## src/rtl/rps_match_n.sv

```systemverilog
// N-player rock-paper-scissors match engine: gathers one move per player per round,
// scores every pair, keeps saturating per-player totals and reports the match winner.
module rps_match_n #(
  parameter int NUM_PLAYERS = 2,
  parameter int SCORE_W     = 8,
  parameter int ROUNDS      = 16,
  parameter int BUSY_CYCLES = 2
) (
  input  logic                           clk,
  input  logic                           rst,
  input  logic [NUM_PLAYERS-1:0]         r,
  input  logic [NUM_PLAYERS-1:0]         p,
  input  logic [NUM_PLAYERS-1:0]         s,
  input  logic [NUM_PLAYERS-1:0]         go,
  input  logic                           new_match,
  output logic [NUM_PLAYERS*SCORE_W-1:0] score,
  output logic                           dut_busy,
  output logic [15:0]                    round_cnt,
  output logic                           match_done,
  output logic [2:0]                     winner,
  output logic                           tie
);

  localparam int BW    = (BUSY_CYCLES > 1) ? $clog2(BUSY_CYCLES) : 1;
  localparam int SUM_W = SCORE_W + 4;
  localparam logic [SCORE_W-1:0] SAT     = '1;
  localparam logic [SUM_W-1:0]   SAT_EXT = SUM_W'(SAT);

  typedef enum logic [1:0] {COLLECT, EVAL, DONE} state_t;

  state_t                                state_q, state_d;
  logic [NUM_PLAYERS-1:0]                armed_q, armed_d;
  logic [NUM_PLAYERS-1:0][2:0]           mv_q, mv_d;
  logic [NUM_PLAYERS-1:0][SCORE_W-1:0]   score_q, score_d;
  logic                                  busy_q, busy_d;
  logic [BW-1:0]                         bcnt_q, bcnt_d;
  logic [15:0]                           round_q, round_d;
  logic                                  done_q, done_d;
  logic [2:0]                            winner_q, winner_d;
  logic                                  tie_q, tie_d;

  // Moves are held as {r,p,s}; exactly one bit set is the only legal encoding.
  function automatic logic valid_mv(input logic [2:0] m);
    return (m == 3'b100) || (m == 3'b010) || (m == 3'b001);
  endfunction

  function automatic logic beats(input logic [2:0] a, input logic [2:0] b);
    return valid_mv(a) && (!valid_mv(b) ||
                           (a == 3'b100 && b == 3'b001) ||
                           (a == 3'b010 && b == 3'b100) ||
                           (a == 3'b001 && b == 3'b010));
  endfunction

  logic [NUM_PLAYERS-1:0][SCORE_W-1:0] nscore;
  logic [SCORE_W-1:0]                  best;
  logic [2:0]                          nwinner;
  logic                                ntie;
  logic [3:0]                          wins;
  logic [3:0]                          ntop;
  logic [SUM_W-1:0]                    sum;

  // Candidate end-of-round scores and the standings they would produce.
  always_comb begin
    nscore  = score_q;
    wins    = '0;
    sum     = '0;
    best    = '0;
    nwinner = '0;
    ntop    = '0;
    for (int i = 0; i < NUM_PLAYERS; i++) begin
      wins = '0;
      for (int j = 0; j < NUM_PLAYERS; j++) begin
        if (j != i && beats(mv_q[i], mv_q[j])) wins = wins + 4'd1;
      end
      sum       = SUM_W'(score_q[i]) + SUM_W'(wins);
      nscore[i] = (sum > SAT_EXT) ? SAT : sum[SCORE_W-1:0];
    end
    best = nscore[0];
    for (int i = 1; i < NUM_PLAYERS; i++) begin
      if (nscore[i] > best) begin
        best    = nscore[i];
        nwinner = 3'(i);
      end
    end
    for (int i = 0; i < NUM_PLAYERS; i++) begin
      if (nscore[i] == best) ntop = ntop + 4'd1;
    end
    ntie = (ntop > 4'd1);
  end

  always_comb begin
    state_d  = state_q;
    armed_d  = armed_q;
    mv_d     = mv_q;
    score_d  = score_q;
    busy_d   = busy_q;
    bcnt_d   = bcnt_q;
    round_d  = round_q;
    done_d   = done_q;
    winner_d = winner_q;
    tie_d    = tie_q;
    if (new_match) begin
      state_d  = COLLECT;
      armed_d  = '0;
      score_d  = '0;
      busy_d   = 1'b0;
      bcnt_d   = '0;
      round_d  = '0;
      done_d   = 1'b0;
      winner_d = '0;
      tie_d    = 1'b0;
    end else begin
      case (state_q)
        COLLECT: begin
          if (&armed_q) begin
            state_d = EVAL;
            busy_d  = 1'b1;
            bcnt_d  = BW'(BUSY_CYCLES - 1);
          end else begin
            for (int i = 0; i < NUM_PLAYERS; i++) begin
              if (go[i] && !armed_q[i]) begin
                armed_d[i] = 1'b1;
                mv_d[i]    = {r[i], p[i], s[i]};
              end
            end
          end
        end
        EVAL: begin
          if (bcnt_q == '0) begin
            busy_d  = 1'b0;
            armed_d = '0;
            score_d = nscore;
            round_d = (round_q == 16'hFFFF) ? round_q : round_q + 16'd1;
            if (ROUNDS != 0 && round_d == 16'(ROUNDS)) begin
              state_d  = DONE;
              done_d   = 1'b1;
              winner_d = nwinner;
              tie_d    = ntie;
            end else begin
              state_d = COLLECT;
            end
          end else begin
            bcnt_d = bcnt_q - BW'(1);
          end
        end
        DONE:    state_d = DONE;
        default: state_d = COLLECT;
      endcase
    end
  end

  always_ff @(posedge clk or posedge rst) begin
    if (rst) begin
      state_q  <= COLLECT;
      armed_q  <= '0;
      mv_q     <= '0;
      score_q  <= '0;
      busy_q   <= 1'b0;
      bcnt_q   <= '0;
      round_q  <= '0;
      done_q   <= 1'b0;
      winner_q <= '0;
      tie_q    <= 1'b0;
    end else begin
      state_q  <= state_d;
      armed_q  <= armed_d;
      mv_q     <= mv_d;
      score_q  <= score_d;
      busy_q   <= busy_d;
      bcnt_q   <= bcnt_d;
      round_q  <= round_d;
      done_q   <= done_d;
      winner_q <= winner_d;
      tie_q    <= tie_d;
    end
  end

  assign score      = score_q;
  assign dut_busy   = busy_q;
  assign round_cnt  = round_q;
  assign match_done = done_q;
  assign winner     = winner_q;
  assign tie        = tie_q;

endmodule
```

## config.mk

```make
export PLATFORM = sky130hd
export DESIGN_NAME = rps_match_n
export DESIGN_NICKNAME = d
export VERILOG_FILES = /design/src/rtl/rps_match_n.sv
export SDC_FILE = /design/constraint.sdc
export NUM_CORES = 1
export LEC_CHECK = 0
export BUFFER_PORTS_ARGS = -buffer_cell sky130_fd_sc_hd__buf_2
export CAP_MARGIN = 10
export CORE_MARGIN = 1.5
export CORE_UTILIZATION = 35
export DETAILED_ROUTE_END_ITERATION = 8
export SLEW_MARGIN = 0
export SYNTH_ARGS = -nofsm -noshare
export SYNTH_HDL_FRONTEND = slang
export SYNTH_SLANG_ARGS = --single-unit
```

## constraint.sdc

```tcl
create_clock -name clk -period 5.6 [get_ports clk]
set_input_delay 0.28 -clock clk [delete_from_list [all_inputs] [get_ports clk]]
set_output_delay 0.28 -clock clk [all_outputs]
set_load 0.02 [all_outputs]
```

* Yosys cells after proc, flatten, opt, wreduce, memory -nomap -nowiden
Cells that the tools add are included.
Operators by class: add/subtract/negate cells 5, $lt $le $gt $ge 4, equal/unequal tests 18, mux-type cells 45, bitwise logic cells 2, reduce and logical (&&, ||, !) cells 38
Operators by type and width (count):
- 2-to-1 mux 16 bit | 7
- 2-to-1 mux 8 bit | 3
- 2-to-1 mux 1 bit | 19
- adder 8 x 1 -> 9 bit | 2
- > comparator 9 x 8 -> 1 bit, second input constant | 2
- adder 16 x 1 -> 16 bit, second input constant | 1
- == test 16 bit, second input constant | 1
- == test 16 x 5 -> 1 bit, second input constant | 1
- == test 8 bit | 2
- AND reduction 4 bit | 4
- inequality test 3 bit, second input constant | 5
- 2-to-1 mux 2 bit | 7
- 2-to-1 mux 3 bit | 4
- logical AND 1 bit | 10
- logical OR 1 bit | 10
- > comparator 8 bit | 1
- AND reduction 2 bit | 4
- == test 3 x 1 -> 1 bit, second input constant | 2
- == test 3 x 2 -> 1 bit, second input constant | 2
- == test 3 bit, second input constant | 2
- case mux 2 bit (3 select lines) | 1
- AND reduction 3 bit | 2
- adder 4 x 1 -> 4 bit, second input constant | 1
- > comparator 4 x 1 -> 1 bit, second input constant | 1
- 12 further kinds | 18
Word-level totals: register bits after elaboration 49, input port bits 11, output and inout port bits 38, logic and storage cells 125

* Logic depth before layout (Yosys ltp)
Gate-level depths: netlist of run 1.
depth after elaboration 23, gate-level depth with buffers 19, depth with buffers taken out 18

* Least setup slack after synthesis of run 1
No wires, ideal clock.
path kind flip-flop to flip-flop, start point reg mv_q[2] (netlist bit), end point reg winner_q[0] (netlist: winner[0]), setup time 0.135 ns, data arrival time 2.940 ns, data required time 5.465 ns, path slack 2.525 ns, cell stages (with the launch flop) 20, path buffers 1, clock period less this slack 3.075 ns, cell sequence dfrtp_1 nor2_1 a21oi_1 o22ai_1 a211oi_1 ha_1 ha_1 and3_1 clkbuf_1 and4_1 nor2_1 inv_1 ha_1 nor2b_1 o21ai_0 nand2b_1 a21oi_1 o21ai_0 o211ai_2 a21oi_2
On the way: longest elaborated chain between the ends 18, elaborated cells on any way between the ends 34, classes of those cells 2 x add/sub; 3 x order compare; 3 x eq/ne; 9 x mux; 17 x reduce/logical
Ends and longest elaborated chain:
- start, declared | RTL line 33 | logic [NUM_PLAYERS-1:0][2:0] mv_q, mv_d;
- start signal, assigned | RTL line 167 | mv_q <= mv_d;
- == test 3 bit / == test 3 x 2 -> 1 bit (equally long branches)
- logical OR 1 bit (2 in a row) | RTL line 44 | return (m == 3'b100) || (m == 3'b010) || (m == 3'b001);
- zero test 1 bit | RTL line 48 | return valid_mv(a) && (!valid_mv(b) ||
- logical OR 1 bit | RTL line 48
- logical OR 1 bit | RTL line 49 | (a == 3'b100 && b == 3'b001) ||
- logical OR 1 bit | RTL line 50 | (a == 3'b010 && b == 3'b100) ||
- logical AND 1 bit | RTL line 48
- 2-to-1 mux 1 bit | RTL line 73 | if (j != i && beats(mv_q[i], mv_q[j])) wins = wins + 4'd1;
- adder 8 x 1 -> 9 bit | RTL line 75 | sum = SUM_W'(score_q[i]) + SUM_W'(wins);
- > comparator 9 x 8 -> 1 bit | RTL line 76 | nscore[i] = (sum > SAT_EXT) ? SAT : sum[SCORE_W-1:0];
- 2-to-1 mux 8 bit | RTL line 76
- > comparator 8 bit (*) | RTL line 80 | if (nscore[i] > best) begin
- 2-to-1 mux 1 bit (*) | RTL line 80
- 2-to-1 mux 3 bit (*) | RTL line 134 | if (ROUNDS != 0 && round_d == 16'(ROUNDS)) begin
- 2-to-1 mux 3 bit (*) | RTL line 129 | if (bcnt_q == '0) begin
- 2-to-1 mux 3 bit (*) | RTL line 113 | case (state_q)
- 2-to-1 mux 3 bit (*) | RTL line 102 | if (new_match) begin
- end signal, assigned | RTL line 173 | winner_q <= winner_d;
- end, declared | RTL line 39 | logic [2:0] winner_q, winner_d;
Every way passes the cells marked *; elsewhere a longest branch is shown, timed or not. The select of a mux whose other input is x is not followed. A chain may end at the register's enable or synchronous reset.

* Worst setup path in the final report of run 1
Same ends and word-level chain as after synthesis.

==> impl_metrics.tcl, run 1 <==
set metrics [dict create \
    ios 49 \
    floorplan.rows 34 \
    synth_seq_area_share 0.379 \
    slowest_stage "dfrtp_1" \
    synth_flop_cell "dfrtp_1" \
    cts_tree "done" \
    ctsResizeCount 0 \
    cp.required_ns 5.76 \
    first_pass_iters 4 \
    cts_num_sinks 47 \
    routed_wirelength_um 7710 \
    viasPerCell 5.50 \
    antenna_cells 0 \
    dpl-instance-area_um2 3390 \
    place_inst 495 \
    fin_ws_ns 2.15 \
    gp_congestion 0.824 \
    slew_headroom 0.321 \
    wire_per_inst_um 15.3 \
    grt_max_degree 48 \
    layout_common_cells "nor2_1 (53), dfrtp_1 (47), buf_2 (46), nand2_1 (26), a21oi_1 (23)" \
    postLayoutCellArea_um2 3470 \
    syn_area_per_cell_um2 8.67 \
    status "finished clean" \
    p_per_area_nw_per_um2 208 \
    drc 0 \
    hold_buffers 0 \
    grt_pass1_wl_um 13200 \
    synth_warnings 0 \
    synth-compound-area-share 0.143 \
    setup_viol 0 \
    synth-seq-cells 47 \
    cts.htree.levels 2 \
    drt_iter0_markers 132 \
    insertion_delay_ns 0.31 \
    max_stage_delay_ns 0.44 \
    power_uw 721 \
    slew_viol_final 0 \
    final_cell_count_no_fill 503 \
    drive_gt1_frac 0.175 \
    vias 2767 \
    cp_max_fo 7 \
    synth_mux_area_frac 0.0314 \
    syn_to_final_growth_pct 11.9 \
    synth_area_um2 3100 \
    path_clk_slew_ns 0.09 \
    crit_chain "nor2_1 -> a21oi_1 -> o22ai_1 -> a211oi_1 -> ha_1 -> ha_1 -> and3_1 -> nand3_1 -> a31oi_1 -> ha_1 -> a21o_1 -> a21o_1 -> a21oi_1 -> o21ai_0 -> o211ai_2 -> a21oi_2" \
    fin_nets 418 \
    dpl.hpwl_um 5430 \
    cap_violations 0 \
    die-area_um2 9440 \
    cts-buffers-inserted 5 \
    portBuffers 46 \
    rsz0062_at_grt "no" \
    synth_top_family_by_area "simple AND/OR/NAND/NOR gates" \
    fin_crit_ns 3.45 \
    hold_violations 0 \
    synthArstFlopShare 1.00 \
    ir_drop_mv 0.0867 \
    worst-slew-pin-transition_ns 1.02 \
    final_common_cell "nor2_1" \
    root_buffer "clkbuf_8" \
    post-route-util 0.402 \
    fmax_mhz 290 \
    syn_inst 358 \
    crit_path_frequent_cell "ha_1" \
    worstSetupPathType "reg -> reg" \
    crit_buf_inv 0 \
    postCtsSetupRepairBufs 0 \
    gr-total-overflow 0 \
    ant_nets 0 \
    cp_top_family "compound AO/OA/AOI/OAI gates" \
    core_um2 8640 \
    synth_fa_ha_area_frac 0.0524 \
    tns_ns 0 \
    crit_arrival_ns 3.61 \
    die_w_um 97.2 \
    start_util 0.359 \
    gr-usage-all-layers 0.169 \
    p_leak_nw 1.54 \
    synth_edf_count 0 \
    cp-start-kind "flip-flop" \
    antenna_found_initial 0 \
    finClkSkew_ns 0.0109 \
    setup.worst_path.end_class "flip-flop" \
    synth.distinct_cells 50 \
    synth_xor_area_frac 0.0734 \
    hp-class "in -> async" \
    clk_path_buf_depth 2 \
    pre_cts_ws_ns 2.17 \
    synthSimpleGateAreaFrac 0.278 \
    grt_pass1_vias 2637 \
    hold_slack_ns 0.206 \
    finalCritPeriodShare 0.616 \
    die_h_um 97.2 \
]
## routing by layer
layer / track usage / wire [um] / vias to the layer above / part of all wire
li1: - / - / 1350 / -
met5: 0 / 0 / - / 0
met2: 0.297 / 3900 / 51 / 0.51
met3: 0.0309 / 242 / 7 / 0.031
met4: 0.0412 / 61 / 0 / 0.0079
met1: 0.215 / 3510 / 1359 / 0.46
## worst reg2reg max path: cells and delay by family (launching register included)
family | cells | cell delay [ns]
simple gates | 3 | 0.50
flops | 1 | 0.44
compound gates | 10 | 1.59
fa+ha+maj | 3 | 0.79
## cell usage after synthesis, types with 3 or more instances
cell	number	area [um^2]
nor2_1	53	199
dfrtp_1	47	1180
nand2_1	26	97.6
a21oi_1	23	115
nand3_1	15	75.1
ha_1	13	163
nor3_1	13	65.1
xnor2_1	13	114
xor2_1	13	114
clkbuf_1	12	45.0
inv_1	11	41.3
nand4_1	11	68.8
a211oi_1	10	75.1
o21ai_0	10	50.1
nand2b_1	8	50.1
and3_1	7	43.8
a31oi_1	6	37.5
mux2_2	6	67.6
nor4_1	6	37.5
nor2b_1	5	31.3
and4_1	4	35.0
buf_4	4	30.0
a21o_1	3	22.5
mux2i_1	3	30.0
o22ai_1	3	18.8
## registers in the layout, indices dropped and copies added, names as in the netlist
name / cells
bcnt_q: 1
armed_q: 2
state_q: 2
score: 16
match_done: 1
tie: 1
winner: 1
round_cnt: 16
dut_busy: 1
mv_q: 6
## report_power, final
| group | total (mW) | switching (mW) | internal (mW) |
|---|---|---|---|
| logic | 0.136 | 0.0801 | 0.0558 |
| registers | 0.376 | 0.0216 | 0.355 |
| clock network | 0.209 | 0.121 | 0.0881 |
| total | 0.721 | 0.222 | 0.499 |
## layout make-up
type / count / area [um^2]
fill: 887 / 5160
multi-input combinational: 282 / 1800
sequential: 47 / 1180
timing repair buffer: 47 / 238
tap: 108 / 135
clock buffer: 7 / 76.3
inverter: 11 / 41.3
clock inverter: 1 / 5.00
## cell families after synthesis
| family | count (synthesis) |
|---|---|
| AOI/OAI and AO/OA | 68 |
| xor gates and xnor gates | 26 |
| adders and majority gates | 13 |
| buffers and inverters | 30 |
| DFF | 47 |
| muxes | 9 |
| other | 1 |
| and+or+nand+nor | 164 |
## worst paths after layout
path	startpoint	endpoint	slack, ns	cells after the start
max	mv_q[2]$_DFFE_PP0P_	winner[0]$_DFFE_PP0P_	2.15	16
min	rst	round_cnt[6]$_DFFE_PP0P_	0.21	2
max reg2reg	mv_q[2]$_DFFE_PP0P_	winner[0]$_DFFE_PP0P_	2.15	16
min reg2reg	match_done$_DFFE_PP0P_	match_done$_DFFE_PP0P_	0.50	2
max in group asynchronous	rst	round_cnt[11]$_DFFE_PP0P_	4.75	2
min in group clk	r[0]	mv_q[2]$_DFFE_PP0P_	0.21	2
Power figures use the tool's default switching activity.
==> inputs of run 2 (changes only) <==
- clock period: 5.6 -> 3 ns (I/O delays scaled with it)
==> run 2 against run 1 <==
Flip-flop and latch count unchanged. Largest power group unchanged. Critical path type unchanged. Highest routed layer unchanged. Via count rose by 3.7%. Non-clock buffer count is 40 higher.
==> impl_metrics.tcl, run 2 (synthesis gave the netlist of run 1 again) <==
set metrics [dict create \
    status "finished clean" \
    antenna_cells 0 \
    hold_buffers 0 \
    fillCellCount 852 \
    tns_ns 0 \
    drive_gt1_frac 0.363 \
    routed_wirelength_um 8120 \
    cts_tree "done" \
    place_inst 525 \
    grt.busiest_layer "met2" \
    cap_violations 0 \
    max_stage_delay_ns 0.44 \
    finClkSkew_ns 0.0104 \
    path_clk_slew_ns 0.10 \
    grt_max_degree 48 \
    p_per_area_nw_per_um2 378 \
    setup.worst_path.end_class "flip-flop" \
    cp-start-kind "flip-flop" \
    crit_chain "nor2_2 -> a21oi_2 -> o22ai_2 -> a211oi_2 -> ha_2 -> ha_4 -> and3_4 -> and4_4 -> nor2_2 -> inv_2 -> ha_4 -> nor2b_4 -> o21ai_1 -> nand2b_1 -> a21oi_2 -> o21ai_2 -> o211ai_2 -> a21oi_2" \
    crit_path_frequent_cell "a21oi_2" \
    layout_common_cells "buf_2 (46), nor2_1 (44), dfrtp_1 (43), buf_4 (38), nand2_1 (26)" \
    root_buffer "clkbuf_8" \
    cp_top_family "compound AO/OA/AOI/OAI gates" \
    gr-total-overflow 0 \
    die_w_um 97.2 \
    start_util 0.359 \
    grt_use_met3 0.0266 \
    cts.htree.levels 2 \
    p_leak_nw 1.76 \
    gp_congestion 0.854 \
    grt_pass1_wl_um 13100 \
    crit_arrival_ns 3.19 \
    final_common_cell "buf_2" \
    ios 49 \
    worst-slew-pin-transition_ns 1.03 \
    slew_headroom 0.315 \
    finalCritPeriodShare 0.993 \
    floorplan.rows 34 \
    fin_nets 458 \
    dpl.hpwl_um 5580 \
    drc 0 \
    dpl-instance-area_um2 3630 \
    postLayoutCellArea_um2 4050 \
    drt_iter0_markers 144 \
    die_h_um 97.2 \
    core_um2 8640 \
    hp-class "in -> reg" \
    cp_max_fo 5 \
    wire_per_inst_um 15.0 \
    antenna_found_initial 0 \
    power_mw 1.53 \
    portBuffers 46 \
    vias 2870 \
    hold_violations 0 \
    syn_to_final_growth_pct 30.4 \
    viasPerCell 5.29 \
    grt.met2_usage 0.286 \
    crit_buf_inv 1 \
    cts_num_sinks 47 \
    pre_cts_ws_ns -0.160 \
    hold_slack_ns 0.0500 \
    clk_path_buf_depth 2 \
    grt_pass1_vias 2652 \
    slew_viol_final 0 \
    insertion_delay_ns 0.32 \
    fmax_mhz 336 \
    cp.required_ns 3.21 \
    slowest_stage "dfrtp_2" \
    ant_nets 0 \
    rsz0062_at_grt "yes" \
    gr-usage-all-layers 0.168 \
    worstSetupPathType "reg -> reg" \
    use_met1 0.220 \
    first_pass_iters 5 \
    die-area_um2 9440 \
    post-route-util 0.469 \
    final_cell_count_no_fill 543 \
    setup_viol 0 \
    fin_ws_ns 0.0201 \
    cts-buffers-inserted 5 \
    ir_drop_mv 0.180 \
    fin_crit_ns 2.98 \
]
run 2: routing by layer:
metal / vias up / routed length (um) / part of all wire
li1: 1434 / - / -
met1: 1378 / 3630 / 0.45
met2: 50 / 4140 / 0.51
met3: 8 / 276 / 0.034
met4: 0 / 80 / 0.0098
met5: - / 0 / 0
run 2: final timing paths:
kind | end | cells after the start | from | slack, ns
min in group asynchronous | armed_q[1]$_DFFE_PP0P_ | 2 | rst | 0.07
max in group asynchronous | mv_q[3]$_DFFE_PP0P_ | 2 | rst | 2.25
worst max register to register | winner[0]$_DFFE_PP0P_ | 18 | mv_q[2]$_DFFE_PP0P_ | 0.02
worst min register to register | match_done$_DFFE_PP0P_ | 2 | match_done$_DFFE_PP0P_ | 0.52
worst max-delay path | winner[0]$_DFFE_PP0P_ | 18 | mv_q[2]$_DFFE_PP0P_ | 0.02
worst min-delay path | mv_q[1]$_DFFE_PP0P_ | 2 | p[0] | 0.05
run 2: cell type report:
cell class	count	area [um^2]	share of cell area
clock buffers	5	68.8	0.0170
clock inverters	3	20.0	0.00495
inverters	11	41.3	0.0102
multi-input cells	282	2050	0.507
flip-flops and latches	47	1180	0.292
well taps	108	135	0.0334
repair buffers	87	549	0.136
run 2: report_power, final:
part | internal (mW) | total, mW | switching [mW]
combinational | 0.207 | 0.414 | 0.208
clock | 0.163 | 0.406 | 0.244
sequential | 0.664 | 0.709 | 0.0447
total | 1.03 | 1.53 | 0.496
run 2: timing repair:
item / in CTS / in global routing
resized for setup: 12 / 47
gates cloned: 0 / 0
endpoints found under the hold margin: 0 / 0
setup endpoints to repair: 2 / 2
pin swaps: 6 / 27
buffers inserted: 3 / 7
